==> config.mk <==
export PLATFORM = sky130hd
export DESIGN_NAME = mem_bus_arbiter
export DESIGN_NICKNAME = d
export VERILOG_FILES = /design/src/rtl/mem_bus_arbiter.sv
export SDC_FILE = /design/constraint.sdc
export NUM_CORES = 1
export LEC_CHECK = 0
export CORE_UTILIZATION = 49
export CTS_CLUSTER_SIZE = 14
export DETAILED_ROUTE_END_ITERATION = 16
export PLACE_DENSITY = 0.88
export SYNTH_ARGS = -nofsm -noshare
export SYNTH_HDL_FRONTEND = slang
export SYNTH_SLANG_ARGS = --single-unit
==> constraint.sdc <==
create_clock -name clk -period 6.5 [get_ports clk]
set_input_delay 1.95 -clock clk [delete_from_list [all_inputs] [get_ports clk]]
set_output_delay 1.95 -clock clk [all_outputs]
set_load 0.05 [all_outputs]
==> src/rtl/mem_bus_arbiter.sv <==
// Shares one single-port memory bus between instruction fetch and data access.
// Completed results are tagged and held so a stalled pipeline never re-issues an access.
//
// state  | meaning
// IDLE   | no bus cycle outstanding; picks data miss over fetch miss
// DATA   | data-port bus cycle in flight, waiting for ack or watchdog
// IFETCH | fetch-port bus cycle in flight, waiting for ack or watchdog
module mem_bus_arbiter #(
   parameter int TIMEOUT = 64
) (
   input  logic        clk,
   input  logic        rst,
   input  logic        if_ce_i,
   input  logic [31:0] if_addr_i,
   output logic [31:0] if_data_o,
   input  logic        dm_ce_i,
   input  logic        dm_we_i,
   input  logic [3:0]  dm_sel_i,
   input  logic [31:0] dm_addr_i,
   input  logic [31:0] dm_data_i,
   output logic [31:0] dm_data_o,
   input  logic        flush_i,
   output logic        stallreq_o,
   output logic        bus_req_o,
   output logic        bus_we_o,
   output logic [3:0]  bus_sel_o,
   output logic [31:0] bus_addr_o,
   output logic [31:0] bus_wdata_o,
   input  logic [31:0] bus_rdata_i,
   input  logic        bus_ack_i,
   output logic        bus_err_o
);

   typedef enum logic [1:0] {IDLE = 2'd0, DATA = 2'd1, IFETCH = 2'd2} state_t;

   localparam logic [7:0] WD_LOAD = 8'(TIMEOUT - 1);

   state_t      state, state_nxt;
   logic [7:0]  wd_cnt;
   logic        if_tag_valid;
   logic [31:0] if_tag_addr;
   logic        dm_tag_valid;
   logic [31:0] dm_tag_addr;
   logic        dm_tag_we;
   logic [3:0]  dm_tag_sel;
   logic [31:0] dm_tag_wdata;
   logic        discard;

   logic if_hit, dm_hit, if_miss, dm_miss;
   logic busy, done_ack, done_abort, done, start_dm, start_if, keep_result;

   assign if_hit  = if_ce_i & if_tag_valid & (if_tag_addr == if_addr_i);
   assign dm_hit  = dm_ce_i & dm_tag_valid & (dm_tag_addr == dm_addr_i) & (dm_tag_we == dm_we_i) &
                    (dm_tag_sel == dm_sel_i) & (dm_tag_wdata == dm_data_i);
   assign if_miss = if_ce_i & ~if_hit;
   assign dm_miss = dm_ce_i & ~dm_hit;
   assign stallreq_o = if_miss | dm_miss;

   assign busy        = (state != IDLE);
   assign done_ack    = busy & bus_ack_i;
   // an ack in the terminal-count cycle wins over the abort
   assign done_abort  = busy & ~bus_ack_i & (wd_cnt == 8'd0);
   assign done        = done_ack | done_abort;
   assign start_dm    = (state == IDLE) & dm_miss & ~flush_i;
   assign start_if    = (state == IDLE) & ~dm_miss & if_miss & ~flush_i;
   assign keep_result = ~discard & ~flush_i;

   always_ff @(posedge clk) begin
      if (rst) state <= IDLE;
      else     state <= state_nxt;
   end

   always_comb begin
      state_nxt = state;
      case (state)
         IDLE: begin
            if (start_dm)      state_nxt = DATA;
            else if (start_if) state_nxt = IFETCH;
         end
         DATA, IFETCH: if (done) state_nxt = IDLE;
         default: state_nxt = IDLE;
      endcase
   end

   always_comb begin
      bus_req_o = busy;
   end

   always_ff @(posedge clk) begin
      if (rst) begin
         bus_we_o     <= 1'b0;
         bus_sel_o    <= 4'h0;
         bus_addr_o   <= 32'h0;
         bus_wdata_o  <= 32'h0;
         bus_err_o    <= 1'b0;
         wd_cnt       <= 8'd0;
         discard      <= 1'b0;
         if_data_o    <= 32'h0;
         dm_data_o    <= 32'h0;
         if_tag_valid <= 1'b0;
         if_tag_addr  <= 32'h0;
         dm_tag_valid <= 1'b0;
         dm_tag_addr  <= 32'h0;
         dm_tag_we    <= 1'b0;
         dm_tag_sel   <= 4'h0;
         dm_tag_wdata <= 32'h0;
      end else begin
         bus_err_o <= done_abort;

         if (start_dm) begin
            bus_we_o    <= dm_we_i;
            bus_sel_o   <= dm_sel_i;
            bus_addr_o  <= dm_addr_i;
            bus_wdata_o <= dm_data_i;
            wd_cnt      <= WD_LOAD;
         end else if (start_if) begin
            bus_we_o    <= 1'b0;
            bus_sel_o   <= 4'hF;
            bus_addr_o  <= if_addr_i;
            bus_wdata_o <= 32'h0;
            wd_cnt      <= WD_LOAD;
         end else if (done) begin
            wd_cnt <= 8'd0;
         end else if (busy) begin
            wd_cnt <= wd_cnt - 8'd1;
         end

         // a flush seen mid-cycle poisons that cycle's result
         if (busy) begin
            if (done)         discard <= 1'b0;
            else if (flush_i) discard <= 1'b1;
         end

         if (done && keep_result) begin
            if (state == IFETCH) begin
               if_data_o    <= done_ack ? bus_rdata_i : 32'h0;
               if_tag_valid <= 1'b1;
               if_tag_addr  <= bus_addr_o;
            end else begin
               if (done_abort || !bus_we_o) dm_data_o <= done_ack ? bus_rdata_i : 32'h0;
               dm_tag_valid <= 1'b1;
               dm_tag_addr  <= bus_addr_o;
               dm_tag_we    <= bus_we_o;
               dm_tag_sel   <= bus_sel_o;
               dm_tag_wdata <= bus_wdata_o;
            end
         end

         if (done_ack && (state == DATA) && bus_we_o && (bus_addr_o[31:2] == if_tag_addr[31:2]))
            if_tag_valid <= 1'b0;

         if (flush_i) begin
            if_tag_valid <= 1'b0;
            dm_tag_valid <= 1'b0;
         end
      end
   end

endmodule
### After elaboration in Yosys (flattened, before gate mapping)

Index checks and enable logic that the tools add are counted.

* logic and storage cells: 96
* input bits: 139
* register bits: 248

* add/sub/neg operators: 1
* eq/ne operators: 10
* reduce and logical (&&, ||, !) cells: 21
* muxes and demuxes: 19
* bitwise logic cells: 27

Operators with widths (count)
* $mux 32: 5
* $eq 32x32->1: 3
* $eq 30x30->1: 1
* $mux 6: 4
* $and 1x1->1: 18
* $logic_not 8->1: 1
* $mux 4: 2
* $reduce_and 2->1: 4
* $sub 8x1->8 const B: 1
* $not 1->1: 7
* $mux 2: 3
* $reduce_bool 2->1: 3
* $eq 4x4->1: 1
* $logic_and 1x1->1: 4
* $mux 1: 4
* $pmux 2 s2: 1
* $reduce_bool 4->1: 1
* $reduce_or 2->1: 2
* $reduce_or 4->1: 1
* $ne 3x3->1 const B: 1
* $reduce_and 3->1: 1
* $reduce_or 3->1: 1
* $eq 2x1->1 const B: 1
* $eq 2x2->1 const B: 1
* 6 further kinds: 7

### Depth between registers and ports, before layout

* word-level depth: 14
* gate-level depth with buffers: 11
* mapped depth without buffers: 9

### Worst setup path before layout

No wires, ideal clock.

* path type: input port to output port
* start: input port dm_addr_i[4]
* end: output port stallreq_o
* setup slack: 0.494 ns
* data required time: 4.550 ns
* path buffers: 1
* stages on the path: 7
* data arrival time: 4.056 ns
* cells stage by stage: nor2b_1 > a2111o_1 > or4_1 > nor4_2 > a21o_1 > clkbuf_1 > nand2_1

* longest elaborated chain between the ends: 8

RTL lines
* start, declared: line 19 `input logic [31:0] dm_addr_i,`
* $eq 32x32->1: line 53 `assign dm_hit = dm_ce_i & dm_tag_valid & (dm_tag_addr == dm_addr_i) & (dm_tag_we == dm_we_i) &`
* $and 1x1->1 (3 in series): line 53
* $and 1x1->1: line 54 `(dm_tag_sel == dm_sel_i) & (dm_tag_wdata == dm_data_i);`
* $not 1->1: line 56 `assign dm_miss = dm_ce_i & ~dm_hit;`
* $and 1x1->1: line 56
* $or 1x1->1: line 57 `assign stallreq_o = if_miss | dm_miss;`
* end, declared: line 23 `output logic stallreq_o,`

No other way between the ends.

### Final worst setup path

* start: input port dm_addr_i[26]
* end: output port stallreq_o

Same word-level chain as after synthesis.

==> impl_summary.txt <==
----------------------------------------------------
[Power]
  Max IR drop VDD ... roughly 190 uV
  Power Total ... between 3000 and 4000 uW
  Leakage dissipation ... between 0.005 and 0.006 uW
  Power density over the cells ... 256 mW/mm2

[Yosys]
  Flops & latches, synth ... 248
  Fraction of synthesized cell area in xor and xnor cells ... 9.68%
  Post-Syn Area per Cell ... 8.39 um2
  Synthesized instance count ... approximately 1300
  Commonest register cell after synthesis ... sky130_fd_sc_hd__dfxtp_1
  Total standard cell area after synthesis ... 0.0105 mm2
  Number of flops mapped to enable cells by yosys ... 0
  Synthesized Nets ... approximately 1400
  Simple-gate area share of the yosys netlist ... between 20% and 30%
  Complex-gate fraction of the synthesized area ... 16.4%
  Number of unique standard cell types used by synthesis ... 43
  Portion of netlist area occupied by mux cells ... 0%
  Share of flip-flops with an asynchronous set or reset ... 0%
  Arithmetic-cell share of the synthesized area counting full adders, half adders and majority gates ... less than 1%
  Number of warnings printed during yosys synthesis ... 0
  Portion of synthesized cell area occupied by the leading cell type ... a little under half
  Synth area leaders ... sky130_fd_sc_hd__dfxtp_1 47%, sky130_fd_sc_hd__nand2_1 9.9%, sky130_fd_sc_hd__a21oi_1 8.3%, sky130_fd_sc_hd__xor2_1 7.8%, sky130_fd_sc_hd__and3_1 3.4%
  Library cell with the largest summed area after synthesis ... sky130_fd_sc_hd__dfxtp_1
  Combinational family with the most area after synthesis ... simple AND/OR/NAND/NOR gates
  Register area share after synthesis ... between 40% and 50%

[Detailed routing]
  Final Routed Wirelength ... 35.4 mm
  Total number of vias ... between 10000 and 15000
  Vias/cell ... slightly below 6
  DRC violations left ... 0
  First-pass DRT Iterations ... 5
  First-iteration detailed-routing DRC count ... about 950
  Detail Route Antenna Nets ... 0
  Routed wire length per instance ... 20.0 um

[STA]
  Maximum clock frequency ... 0.159 GHz
  Final min period ... about 6.3 ns
  Total negative slack ... 0 ns
  Final worst path period share ... 97.0%
  Number of hold-slack violations in the final timing report ... 0
  Worst clock skew ... roughly 0.012 ns
  RSZ-0062 raised after global routing ... false
  Slew Limit Headroom ... 19.7%
  Count of pins over their slew limit ... 0
  Setup violations, final ... 0
  Slew @ Worst Pin ... 1.20 ns

[Run]
  Max-Cap Viols ... 0

[Cells and area]
  Net count of the finished layout ... ~1600
  Area used by sequential logic in the layout ... just under 0.005 mm2
  Combined area of the multi-input logic cells ... 0.00516 mm2
  Fraction of layout cells with a size suffix above 1 ... under 10%
  Synthesis-to-finish area growth ... 35.6%
  Filler instances ... ~1600

[Clock tree]
  TritonCTS buffer count ... 26
  Buffer type at the clock tree root ... sky130_fd_sc_hd__clkbuf_16
  Clock-pin slew of the registers on the worst-case setup and hold paths ... 0.06 ns
  H-tree levels ... 1
  Clk sink count ... about 250
  Buffer count from post-CTS setup fixing ... 0
  Worst skew pair latency ... 0.53 ns
  Cts repair resizes ... 0
  TritonCTS clock tree ... yes
  Hold-fix buffers at CTS ... 0
  Maximum root-to-sink buffer count ... 3

[Die]
  Cell row count ... 53
  Initial Util ... about 50%
  Area of the die ... 0.0220 mm2
  Total I/O pin count ... roughly 280
  Die outline height ... roughly 150 um
  Core Box Area ... between 0.02 and 0.025 mm2
  Horizontal die dimension ... approximately 150 um

[Critical path]
  Type of destination of the critical path ... output pin
  Setup slack of the worst register-to-register path ... about 2.9 ns
  Worst Path Max Fanout ... 3
  Path type of the worst setup path ... input port to output pin
  Data arrival time of the critical path ... around 4.4 ns
  Worst Path Required ... 4.55 ns
  Critical Path Start Type ... input port

[Hold path]
  Min-Delay Path Class ... flip-flop to flip-flop

[Run status]
  Run status ... finished clean

[Global routing]
  Overall track demand over capacity in global routing ... approximately a third
  Aggregate global routing overflow ... 0
  First-pass GRT wire length ... approximately 54 mm
  Via count of the first global-routing pass ... between 9000 and 10000
  Antenna violations before repair ... 1
  Pin count of the biggest net entering global routing ... approximately 100

[Placement]
  HPWL reported at the end of detailed placement ... between 20 and 25 mm
  Buffers on Ports ... between 200 and 300
  Placer Congestion ... approximately 0.92

----------------------------------------------------
## worst max-delay path: stages
cell and delay (ns):
sky130_fd_sc_hd__clkdlybuf4s50_1 0.52, sky130_fd_sc_hd__inv_1 0.10, sky130_fd_sc_hd__a2111o_1 0.41, sky130_fd_sc_hd__or4_1 0.52
sky130_fd_sc_hd__nor4_2 0.35, sky130_fd_sc_hd__a21o_1 0.18, sky130_fd_sc_hd__nand2_1 0.10, sky130_fd_sc_hd__buf_4 0.22
## area by class of cell
| class | count | area share [%] |
|---|---|---|
| timing repair buffer | 288 | 20.0 |
| inverter | 23 | 0.607 |
| clock buffer | 37 | 5.30 |
| antenna | 1 | 0.0176 |
| sequential | 248 | 34.9 |
| tap | 275 | 2.42 |
| clock inverter | 8 | 0.458 |
| multi-input combinational | 893 | 36.3 |
## layer usage
layer	GRT usage, %	share of wire [%]	vias up
li1	-	-	4764
met1	40.4	39	4893
met2	51.1	47	585
met3	5.58	8.7	111
met4	17.2	5.2	0
met5	0	0	-
## Yosys cell counts, types with 8 or more instances
library cell               number
sky130_fd_sc_hd__nand3_1       70
sky130_fd_sc_hd__nor2b_1       11
sky130_fd_sc_hd__nor3_1        19
sky130_fd_sc_hd__xnor2_1       23
sky130_fd_sc_hd__nand4_1        8
sky130_fd_sc_hd__a211o_1       23
sky130_fd_sc_hd__a221o_1        9
sky130_fd_sc_hd__a22o_1        35
sky130_fd_sc_hd__nor2_1        11
sky130_fd_sc_hd__xor2_1        93
sky130_fd_sc_hd__clkbuf_1      79
sky130_fd_sc_hd__nand2b_1      10
sky130_fd_sc_hd__inv_1         22
sky130_fd_sc_hd__nor4_1        27
sky130_fd_sc_hd__a21oi_1      173
sky130_fd_sc_hd__nand2_1      278
sky130_fd_sc_hd__dfxtp_1      248
sky130_fd_sc_hd__and3_1        57
## layout by cell type (no fill, tap or decap), drive strengths merged, types with 2 or more instances in the layout
master	netlist	layout
nand2	278	278
clkdlybuf4s50	0	272
dfxtp	248	248
a21oi	173	173
xor2	93	93
nand3	70	70
and3	57	57
clkbuf	79	37
a22o	35	35
nor4	28	28
xnor2	23	23
a211o	23	23
inv	23	23
nor3	19	19
buf	7	16
nor2b	11	11
nor2	11	11
nand2b	10	10
a221o	9	9
nand4	8	8
o21ai	8	8
clkinv	0	7
o22ai	6	6
o221a	4	4
ha	4	4
a2111o	3	3
or4	3	3
a211oi	3	3
o2111ai	2	2
a31oi	2	2
## where the power goes
group | switching (uW) | internal, uW
sequential | 54.2 | 1570
clock | 605 | 841
combinational | 354 | 214
## cells by family (layout without fill, tap and decap cells)
| kind of cell | Yosys count | in the layout |
|---|---|---|
| simple gates | 500 | 500 |
| compound gates | 273 | 273 |
| flops | 248 | 248 |
| xor+xnor | 116 | 116 |
| buf+inv | 109 | 356 |
| fa+ha+maj | 4 | 4 |
| other cells | 0 | 1 |
## metrics by stage
stage,hold WS [ns],setup WS (ns),util [%],instance area [um2],cells
detailed placement,0.446,0.240,63.7,13400,1727
CTS,0.454,0.230,67.6,14200,1772
floorplan,0.436,0.494,-,10500,1250
finish,0.453,0.196,67.7,14200,1773
global route,0.472,0.110,67.7,14200,1773
global placement,0.441,0.227,63.7,13400,1727
## path summary, 6_finish.rpt
path | from | endpoint | cells past startpoint
setup / recovery | dm_addr_i[26] | stallreq_o | 8
hold / removal | dm_data_o[16]$_SDFFE_PP0P_ | dm_data_o[16]$_SDFFE_PP0P_ | 2
setup reg to reg | state[0]$_SDFFE_PP0P_ | dm_data_o[10]$_SDFFE_PP0P_ | 10
hold reg to reg | dm_data_o[16]$_SDFFE_PP0P_ | dm_data_o[16]$_SDFFE_PP0P_ | 2
## registers in the layout, summed over array words and instances (netlist names)
register / count
bus_addr_o: 32
bus_wdata_o: 32
dm_data_o: 32
dm_tag_addr: 32
dm_tag_wdata: 32
if_data_o: 32
if_tag_addr: 32
wd_cnt: 8
bus_sel_o: 4
dm_tag_sel: 4
state: 2
bus_err_o: 1
bus_we_o: 1
discard: 1
dm_tag_valid: 1
dm_tag_we: 1
if_tag_valid: 1
No activity file was read; power rests on OpenSTA's default activity.
